`config.mk`:
```
export PLATFORM = sky130hd
export DESIGN_NAME = rd_tag_alloc
export DESIGN_NICKNAME = d
export VERILOG_FILES = /design/src/rtl/rd_tag_alloc_pkg.sv /design/src/rtl/rd_tag_alloc_table.sv /design/src/rtl/rd_tag_alloc.sv
export SDC_FILE = /design/constraint.sdc
export NUM_CORES = 1
export LEC_CHECK = 0
export ABC_AREA = 1
export BUFFER_PORTS_ARGS = -buffer_cell sky130_fd_sc_hd__buf_2
export CORE_ASPECT_RATIO = 0.9
export CORE_MARGIN = 4
export CORE_UTILIZATION = 52
export DETAILED_ROUTE_END_ITERATION = 6
export PLACE_DENSITY = 0.87
export SYNTH_ARGS = -nofsm -noshare
export SYNTH_HDL_FRONTEND = slang
export SYNTH_SLANG_ARGS = --single-unit
```
`constraint.sdc`:
```
create_clock -name clk -period 2.85 [get_ports clk]
set_clock_uncertainty 0.1 [all_clocks]
set_input_delay 0.285 -clock clk [delete_from_list [all_inputs] [get_ports clk]]
set_output_delay 0.285 -clock clk [all_outputs]
set_load 0.05 [all_outputs]
```
`src/rtl/rd_tag_alloc_pkg.sv`:
```
// Shared widths and the tagged request payload for the DRAM-cache read-path tag allocator.
package rd_tag_alloc_pkg;

  localparam int unsigned AXI_ID_WIDTH   = 4;
  localparam int unsigned AXI_ADDR_WIDTH = 32;
  localparam int unsigned TID_WIDTH      = 4;

  // TID_MAX must equal 2**TID_WIDTH so that pointer wrap and credit limit coincide
  localparam int unsigned TID_MAX = 16;

  localparam int unsigned CNT_WIDTH = TID_WIDTH + 1;

  typedef struct packed {
    logic [TID_WIDTH-1:0]      tid;
    logic [AXI_ADDR_WIDTH-1:0] addr;
  } tagged_req_t;

endpackage

```
`src/rtl/rd_tag_alloc_table.sv`:
```
// Tag table: one AXI ID per tID, synchronous write at allocation, asynchronous read at retire.
module rd_tag_table
  import rd_tag_alloc_pkg::*;
#(
  parameter int unsigned AW = TID_WIDTH,
  parameter int unsigned DW = AXI_ID_WIDTH
) (
  input  logic          clk,
  input  logic          we_i,
  input  logic [AW-1:0] waddr_i,
  input  logic [DW-1:0] wdata_i,
  input  logic [AW-1:0] raddr_i,
  output logic [DW-1:0] rdata_o
);

  localparam int unsigned DEPTH = 1 << AW;

  logic [DW-1:0] mem_q [DEPTH];

  // Contents are intentionally not reset; every entry is written before it can be retired
  always_ff @(posedge clk) begin
    if (we_i) begin
      mem_q[waddr_i] <= wdata_i;
    end
  end

  assign rdata_o = mem_q[raddr_i];

endmodule

```
`src/rtl/rd_tag_alloc.sv`:
```
// AR-channel tag allocator: stamps each read with a sequential tID, records its AXI ID,
// and recycles tags in order on ROB retire. RD_TAG_ALLOC_PERF_EN adds stall/peak counters.
module rd_tag_alloc
  import rd_tag_alloc_pkg::*;
(
  input  logic                      clk,
  input  logic                      rst,
  input  logic                      arvalid_i,
  output logic                      arready_o,
  input  logic [AXI_ID_WIDTH-1:0]   arid_i,
  input  logic [AXI_ADDR_WIDTH-1:0] araddr_i,
  output logic                      req_valid_o,
  input  logic                      req_ready_i,
  output logic [TID_WIDTH-1:0]      req_tid_o,
  output logic [AXI_ADDR_WIDTH-1:0] req_addr_o,
  input  logic                      retire_valid_i,
  input  logic [TID_WIDTH-1:0]      retire_tid_i,
  output logic [AXI_ID_WIDTH-1:0]   retire_rid_o,
  output logic [CNT_WIDTH-1:0]      outstanding_o,
  output logic                      order_err_o
`ifdef RD_TAG_ALLOC_PERF_EN
  ,
  output logic [31:0]               stall_cnt_o,
  output logic [CNT_WIDTH-1:0]      peak_outstanding_o
`endif
);

  logic [TID_WIDTH-1:0] alloc_ptr_q, alloc_ptr_d;
  logic [TID_WIDTH-1:0] retire_ptr_q, retire_ptr_d;
  logic [CNT_WIDTH-1:0] outstanding_q, outstanding_d;
  logic                 req_valid_q, req_valid_d;
  tagged_req_t          req_q, req_d;
  logic                 order_err_q, order_err_d;

  logic credit_ok;
  logic slot_free;
  logic accept;
  logic legal_retire;

  // Credit uses only registered state, so a retire frees its credit one cycle later
  always_comb begin
    credit_ok    = outstanding_q < CNT_WIDTH'(TID_MAX);
    slot_free    = !req_valid_q || req_ready_i;
    arready_o    = credit_ok && slot_free;
    accept       = arvalid_i && arready_o;
    legal_retire = retire_valid_i && (outstanding_q != '0) && (retire_tid_i == retire_ptr_q);
  end

  always_comb begin
    alloc_ptr_d   = alloc_ptr_q;
    retire_ptr_d  = retire_ptr_q;
    req_valid_d   = req_valid_q;
    req_d         = req_q;
    order_err_d   = order_err_q;
    outstanding_d = outstanding_q + CNT_WIDTH'(accept) - CNT_WIDTH'(legal_retire);

    if (accept) begin
      req_valid_d = 1'b1;
      req_d.tid   = alloc_ptr_q;
      req_d.addr  = araddr_i;
      alloc_ptr_d = alloc_ptr_q + TID_WIDTH'(1);
    end else if (req_valid_q && req_ready_i) begin
      req_valid_d = 1'b0;
    end

    if (legal_retire) begin
      retire_ptr_d = retire_ptr_q + TID_WIDTH'(1);
    end else if (retire_valid_i) begin
      order_err_d = 1'b1;
    end
  end

  always_ff @(posedge clk or posedge rst) begin
    if (rst) begin
      alloc_ptr_q   <= '0;
      retire_ptr_q  <= '0;
      outstanding_q <= '0;
      req_valid_q   <= 1'b0;
      req_q         <= '0;
      order_err_q   <= 1'b0;
    end else begin
      alloc_ptr_q   <= alloc_ptr_d;
      retire_ptr_q  <= retire_ptr_d;
      outstanding_q <= outstanding_d;
      req_valid_q   <= req_valid_d;
      req_q         <= req_d;
      order_err_q   <= order_err_d;
    end
  end

  rd_tag_table #(
    .AW(TID_WIDTH),
    .DW(AXI_ID_WIDTH)
  ) u_table (
    .clk    (clk),
    .we_i   (accept),
    .waddr_i(alloc_ptr_q),
    .wdata_i(arid_i),
    .raddr_i(retire_tid_i),
    .rdata_o(retire_rid_o)
  );

  assign req_valid_o   = req_valid_q;
  assign req_tid_o     = req_q.tid;
  assign req_addr_o    = req_q.addr;
  assign outstanding_o = outstanding_q;
  assign order_err_o   = order_err_q;

`ifdef RD_TAG_ALLOC_PERF_EN
  logic [31:0]          stall_cnt_q, stall_cnt_d;
  logic [CNT_WIDTH-1:0] peak_q, peak_d;

  // Both counters saturate; the peak tracks the post-edge occupancy
  always_comb begin
    stall_cnt_d = stall_cnt_q;
    peak_d      = peak_q;
    if (arvalid_i && !arready_o && (stall_cnt_q != '1)) begin
      stall_cnt_d = stall_cnt_q + 32'(1);
    end
    if (outstanding_d > peak_q) begin
      peak_d = outstanding_d;
    end
  end

  always_ff @(posedge clk or posedge rst) begin
    if (rst) begin
      stall_cnt_q <= '0;
      peak_q      <= '0;
    end else begin
      stall_cnt_q <= stall_cnt_d;
      peak_q      <= peak_d;
    end
  end

  assign stall_cnt_o        = stall_cnt_q;
  assign peak_outstanding_o = peak_q;
`endif

endmodule

```
==> impl_results.html <==
<table>
<tr><th>Metric</th><th>Value</th></tr>
<tr><th colspan="2">Yosys</th></tr>
<tr><td>Top cells by area in the synthesized netlist</td><td>edfxtp_1 (37%), dfrtp_1 (25%), nand2_1 (16%)</td></tr>
<tr><td>Ys flop type</td><td>edfxtp_1</td></tr>
<tr><td>Post-synth net total</td><td>607</td></tr>
<tr><td>Leading post-synthesis cells by instance count</td><td>nand2_1 (225), inv_1 (72), edfxtp_1 (64)</td></tr>
<tr><td>Area fraction of the dominant cell type after synthesis</td><td>37.18%</td></tr>
<tr><td>Sequential cell area fraction in the yosys report</td><td>61.87%</td></tr>
<tr><td>Count leader, synth</td><td>nand2_1</td></tr>
<tr><td>Number of flip-flops and latches in the synthesized netlist</td><td>115</td></tr>
<tr><td>Post-synthesis cell type with the largest combined area</td><td>edfxtp_1</td></tr>
<tr><td>Mapped Cells</td><td>550</td></tr>
<tr><td>Synth Warn #</td><td>0</td></tr>
<tr><td>Ys async rst share</td><td>44.35%</td></tr>
<tr><td>Number of enable-type register cells in the synthesized netlist</td><td>64</td></tr>
<tr><td>Synthesized area per cell</td><td>9.398 µm²</td></tr>
<tr><td>Mapped Area</td><td>0.005169 mm²</td></tr>
<tr><td>Number of distinct library cells after synthesis</td><td>24</td></tr>
<tr><th colspan="2">Global routing</th></tr>
<tr><td>GRT met1 Usage</td><td>28.80%</td></tr>
<tr><td>Via count of the first global-routing pass</td><td>4386</td></tr>
<tr><td>GR Layer Usage met3</td><td>7.570%</td></tr>
<tr><td>Most utilized layer in the global route result</td><td>met2</td></tr>
<tr><td>GRT Residual Overflow</td><td>0</td></tr>
<tr><td>Grt met2 use</td><td>39.75%</td></tr>
<tr><td>Global-route wire length before repair</td><td>21.16 mm</td></tr>
<tr><td>Gr usage total</td><td>23.82%</td></tr>
<tr><td>Maximum number of pins on one net before global-route repair</td><td>52</td></tr>
<tr><td>Number of antenna violations at the first check in global routing</td><td>0</td></tr>
<tr><th colspan="2">Worst setup path</th></tr>
<tr><td>Required time at the worst-slack endpoint</td><td>3.17 ns</td></tr>
<tr><td>Data arrival at the endpoint of the critical path</td><td>2.94 ns</td></tr>
<tr><td>Worst Reg-to-Reg Cells</td><td>14</td></tr>
<tr><td>Critical Path Sink</td><td>outstanding_o[4]</td></tr>
<tr><td>Register-to-register path setup slack</td><td>0.23 ns</td></tr>
<tr><td>R2r startpoint</td><td>outstanding_o[3]</td></tr>
<tr><td>Critical register-to-register path endpoint</td><td>outstanding_o[4]</td></tr>
<tr><td>Start point of the critical path</td><td>outstanding_o[3]</td></tr>
<tr><td>Worst setup EP type</td><td>flip-flop</td></tr>
<tr><td>Critical path startpoint category</td><td>flip-flop</td></tr>
<tr><td>Maximum fanout along the worst path</td><td>6</td></tr>
<tr><td>Startpoint-to-endpoint class of the critical path</td><td>flip-flop to flip-flop</td></tr>
<tr><th colspan="2">STA</th></tr>
<tr><td>Headroom to the max-slew limit</td><td>29.96%</td></tr>
<tr><td>Aggregate negative setup slack</td><td>0 ns</td></tr>
<tr><td>Pins over their slew limit</td><td>0</td></tr>
<tr><td>Post-route clock period utilization</td><td>92.09%</td></tr>
<tr><td>Slack of the critical path</td><td>0.2255 ns</td></tr>
<tr><td>Final hold violations</td><td>0</td></tr>
<tr><td>Count of endpoints failing setup in the final report</td><td>0</td></tr>
<tr><td>Timing-limited maximum frequency</td><td>381.0 MHz</td></tr>
<tr><td>Minimum clock period</td><td>2.624 ns</td></tr>
<tr><td>Unrepaired setup endpoints after global routing</td><td>no</td></tr>
<tr><td>Slew at the pin with the worst max-slew slack</td><td>1.049 ns</td></tr>
<tr><th colspan="2">Flow run</th></tr>
<tr><td>Maximum Capacitance Violations</td><td>0</td></tr>
<tr><th colspan="2">Placement</th></tr>
<tr><td>Final estimated routing congestion in global placement</td><td>0.9021</td></tr>
<tr><td>Detail Placement HPWL</td><td>7.672 mm</td></tr>
<tr><td>Number of buffer cells added on primary ports</td><td>92</td></tr>
<tr><td>Worst slack at placement</td><td>0.2002 ns</td></tr>
<tr><th colspan="2">Floorplan</th></tr>
<tr><td>Top-Level Pins</td><td>93</td></tr>
<tr><td>Total die area</td><td>0.01160 mm²</td></tr>
<tr><td>Height of the die</td><td>102.6 µm</td></tr>
<tr><td>Core region area</td><td>0.009699 mm²</td></tr>
<tr><td>Number of standard-cell rows in the floorplan</td><td>34</td></tr>
<tr><td>Die extent in x</td><td>113.1 µm</td></tr>
<tr><td>Initial core utilization</td><td>53.29%</td></tr>
<tr><th colspan="2">CTS</th></tr>
<tr><td>Maximum level of the CTS H-tree</td><td>4</td></tr>
<tr><td>Clock buffer count from CTS</td><td>17</td></tr>
<tr><td>CTS tree</td><td>done</td></tr>
<tr><td>Worst-Skew Late Latency</td><td>0.51 ns</td></tr>
<tr><td>Post-CTS setup-driven buffer insertion count</td><td>0</td></tr>
<tr><td>Root buffer cell</td><td>clkbuf_8</td></tr>
<tr><td>Max clock buf depth</td><td>2</td></tr>
<tr><td>Clock input transition at the sequential cells of the worst setup and hold paths</td><td>0.06 ns</td></tr>
<tr><td>Clock Sinks</td><td>115</td></tr>
<tr><th colspan="2">Detailed routing</th></tr>
<tr><td>Total via count after detailed routing</td><td>4227</td></tr>
<tr><td>Post-route DRC violation count</td><td>0</td></tr>
<tr><td>First DRT Iteration DRCs</td><td>419</td></tr>
<tr><td>Detail-routed via count per cell</td><td>5.161</td></tr>
<tr><td>Drt pass-1 iters</td><td>5</td></tr>
<tr><td>Total Routed Length</td><td>13.00 mm</td></tr>
<tr><td>Drt wl/cell</td><td>15.87 µm</td></tr>
<tr><td>Routed Antenna Nets</td><td>0</td></tr>
<tr><th colspan="2">Worst hold path</th></tr>
<tr><td>Worst Hold Class</td><td>input port to flip-flop</td></tr>
<tr><th colspan="2">Layout</th></tr>
<tr><td>Area Growth Syn to Fin</td><td>28.83%</td></tr>
<tr><td>Nets@finish</td><td>737</td></tr>
<tr><td>Ant diodes</td><td>0</td></tr>
<tr><td>Total area of sequential cells</td><td>0.003198 mm²</td></tr>
<tr><td>Layout filler cell count</td><td>652</td></tr>
<tr><td>Total area of multi-input combinational cells</td><td>0.001529 mm²</td></tr>
<tr><td>Fraction of final layout cells sized beyond drive strength 1</td><td>20.06%</td></tr>
<tr><th colspan="2">Power</th></tr>
<tr><td>Static leakage power</td><td>0.003349 µW</td></tr>
<tr><td>Maximum VDD drop</td><td>1135 µV</td></tr>
<tr><td>PwrDens</td><td>1087 mW/mm²</td></tr>
<tr><th colspan="2">Status</th></tr>
<tr><td>Status</td><td>finished, final reports clean</td></tr>
</table>
## repair_timing
item | CTS | global route
gates resized for setup | 0 | 1
setup endpoints to repair | 0 | 1
hold buffers | 35 | 0
endpoints found under the hold margin | 85 | 0
## logic make-up after synthesis
logic type	Yosys count	synth area share [%]
xor gates and xnor gates	8	1.356
DFF	115	61.87
adders and majority gates	12	3.050
buffers and inverters	97	8.545
AOI/OAI and AO/OA	11	1.065
and+or+nand+nor	307	24.11
## how the worst min path moves through the flow
stage / start / to / cells past startpoint
floorplan: arid_i[0] / u_table.mem_q[0][0] / 0
global placement: req_addr_o[2] / req_addr_o[2] / 2
detailed placement: order_err_o / order_err_o / 2
CTS: arid_i[1] / u_table.mem_q[5][1] / 1
global route: arid_i[1] / u_table.mem_q[9][1] / 1
finish: arid_i[1] / u_table.mem_q[13][1] / 1
## routing by layer
layer / vias up / share of wire [%]
met5: - / 0
met1: 1992 / 39
met2: 217 / 50
met3: 39 / 8.5
li1: 1979 / -
met4: 0 / 2.9
## worst max-delay path, stage by stage (launching register included)
cell,delay (ns)
dfrtp_1,0.41
inv_1,0.10
ha_1,0.16
nand2_1,0.08
nor2_1,0.14
nor2_1,0.07
nand3_2,0.10
inv_1,0.06
ha_1,0.27
inv_1,0.06
ha_1,0.17
inv_1,0.06
fa_1,0.39
o21ai_1,0.17
xor2_1,0.20
## cell usage in the layout (no fill, tap or decap), drive strengths merged
cell and count:
dfrtp 51, a21oi 3, bufinv 1, edfxtp 64, clkbuf 23, xnor2 2, ha 11, o21ai 8
inv 84, dlygate4sd3 35, nand2 227, nor2 22, xor2 6, and3 1, fa 1, nand3 57
clkinv 1, buf 96
## flip-flops by register name, indices dropped and copies added (netlist names)
register	count
req_tid_o	4
alloc_ptr_q	4
u_table.mem_q	64
outstanding_o	5
retire_ptr_q	4
req_valid_o	1
order_err_o	1
req_addr_o	32
## cell type report
| class | instances | share of cell area (%) |
|---|---|---|
| sequential | 115 | 48.03 |
| multi-input combinational | 338 | 22.96 |
| timing repair buffer | 131 | 12.63 |
| clock buffer | 23 | 8.136 |
| inverter | 77 | 4.453 |
| tap | 126 | 2.368 |
| clock inverter | 9 | 1.428 |
## metrics by stage
stage | utilization [%] | cell area, µm² | instances | power (µW) | hold WS, ns
finish | 68.65 | 6659 | 819 | 7238 | 0.07345
global route | 68.65 | 6659 | 819 | 7571 | 0.06758
CTS | 68.65 | 6659 | 819 | 7201 | 0.05527
detailed placement | 58.48 | 5672 | 752 | 4916 | 0.3485
global placement | 58.48 | 5672 | 752 | 4815 | 0.3491
floorplan | - | 5169 | 550 | 4316 | 0.2839
## report_power, final
part | total, µW | leakage [µW] | switching [µW] | internal (µW)
combinational | 2620 | 0.00182 | 2000 | 623
clock | 2210 | 0.000318 | 783 | 1430
sequential | 2410 | 0.00121 | 260 | 2150
No activity file was read; power rests on OpenSTA's default activity.
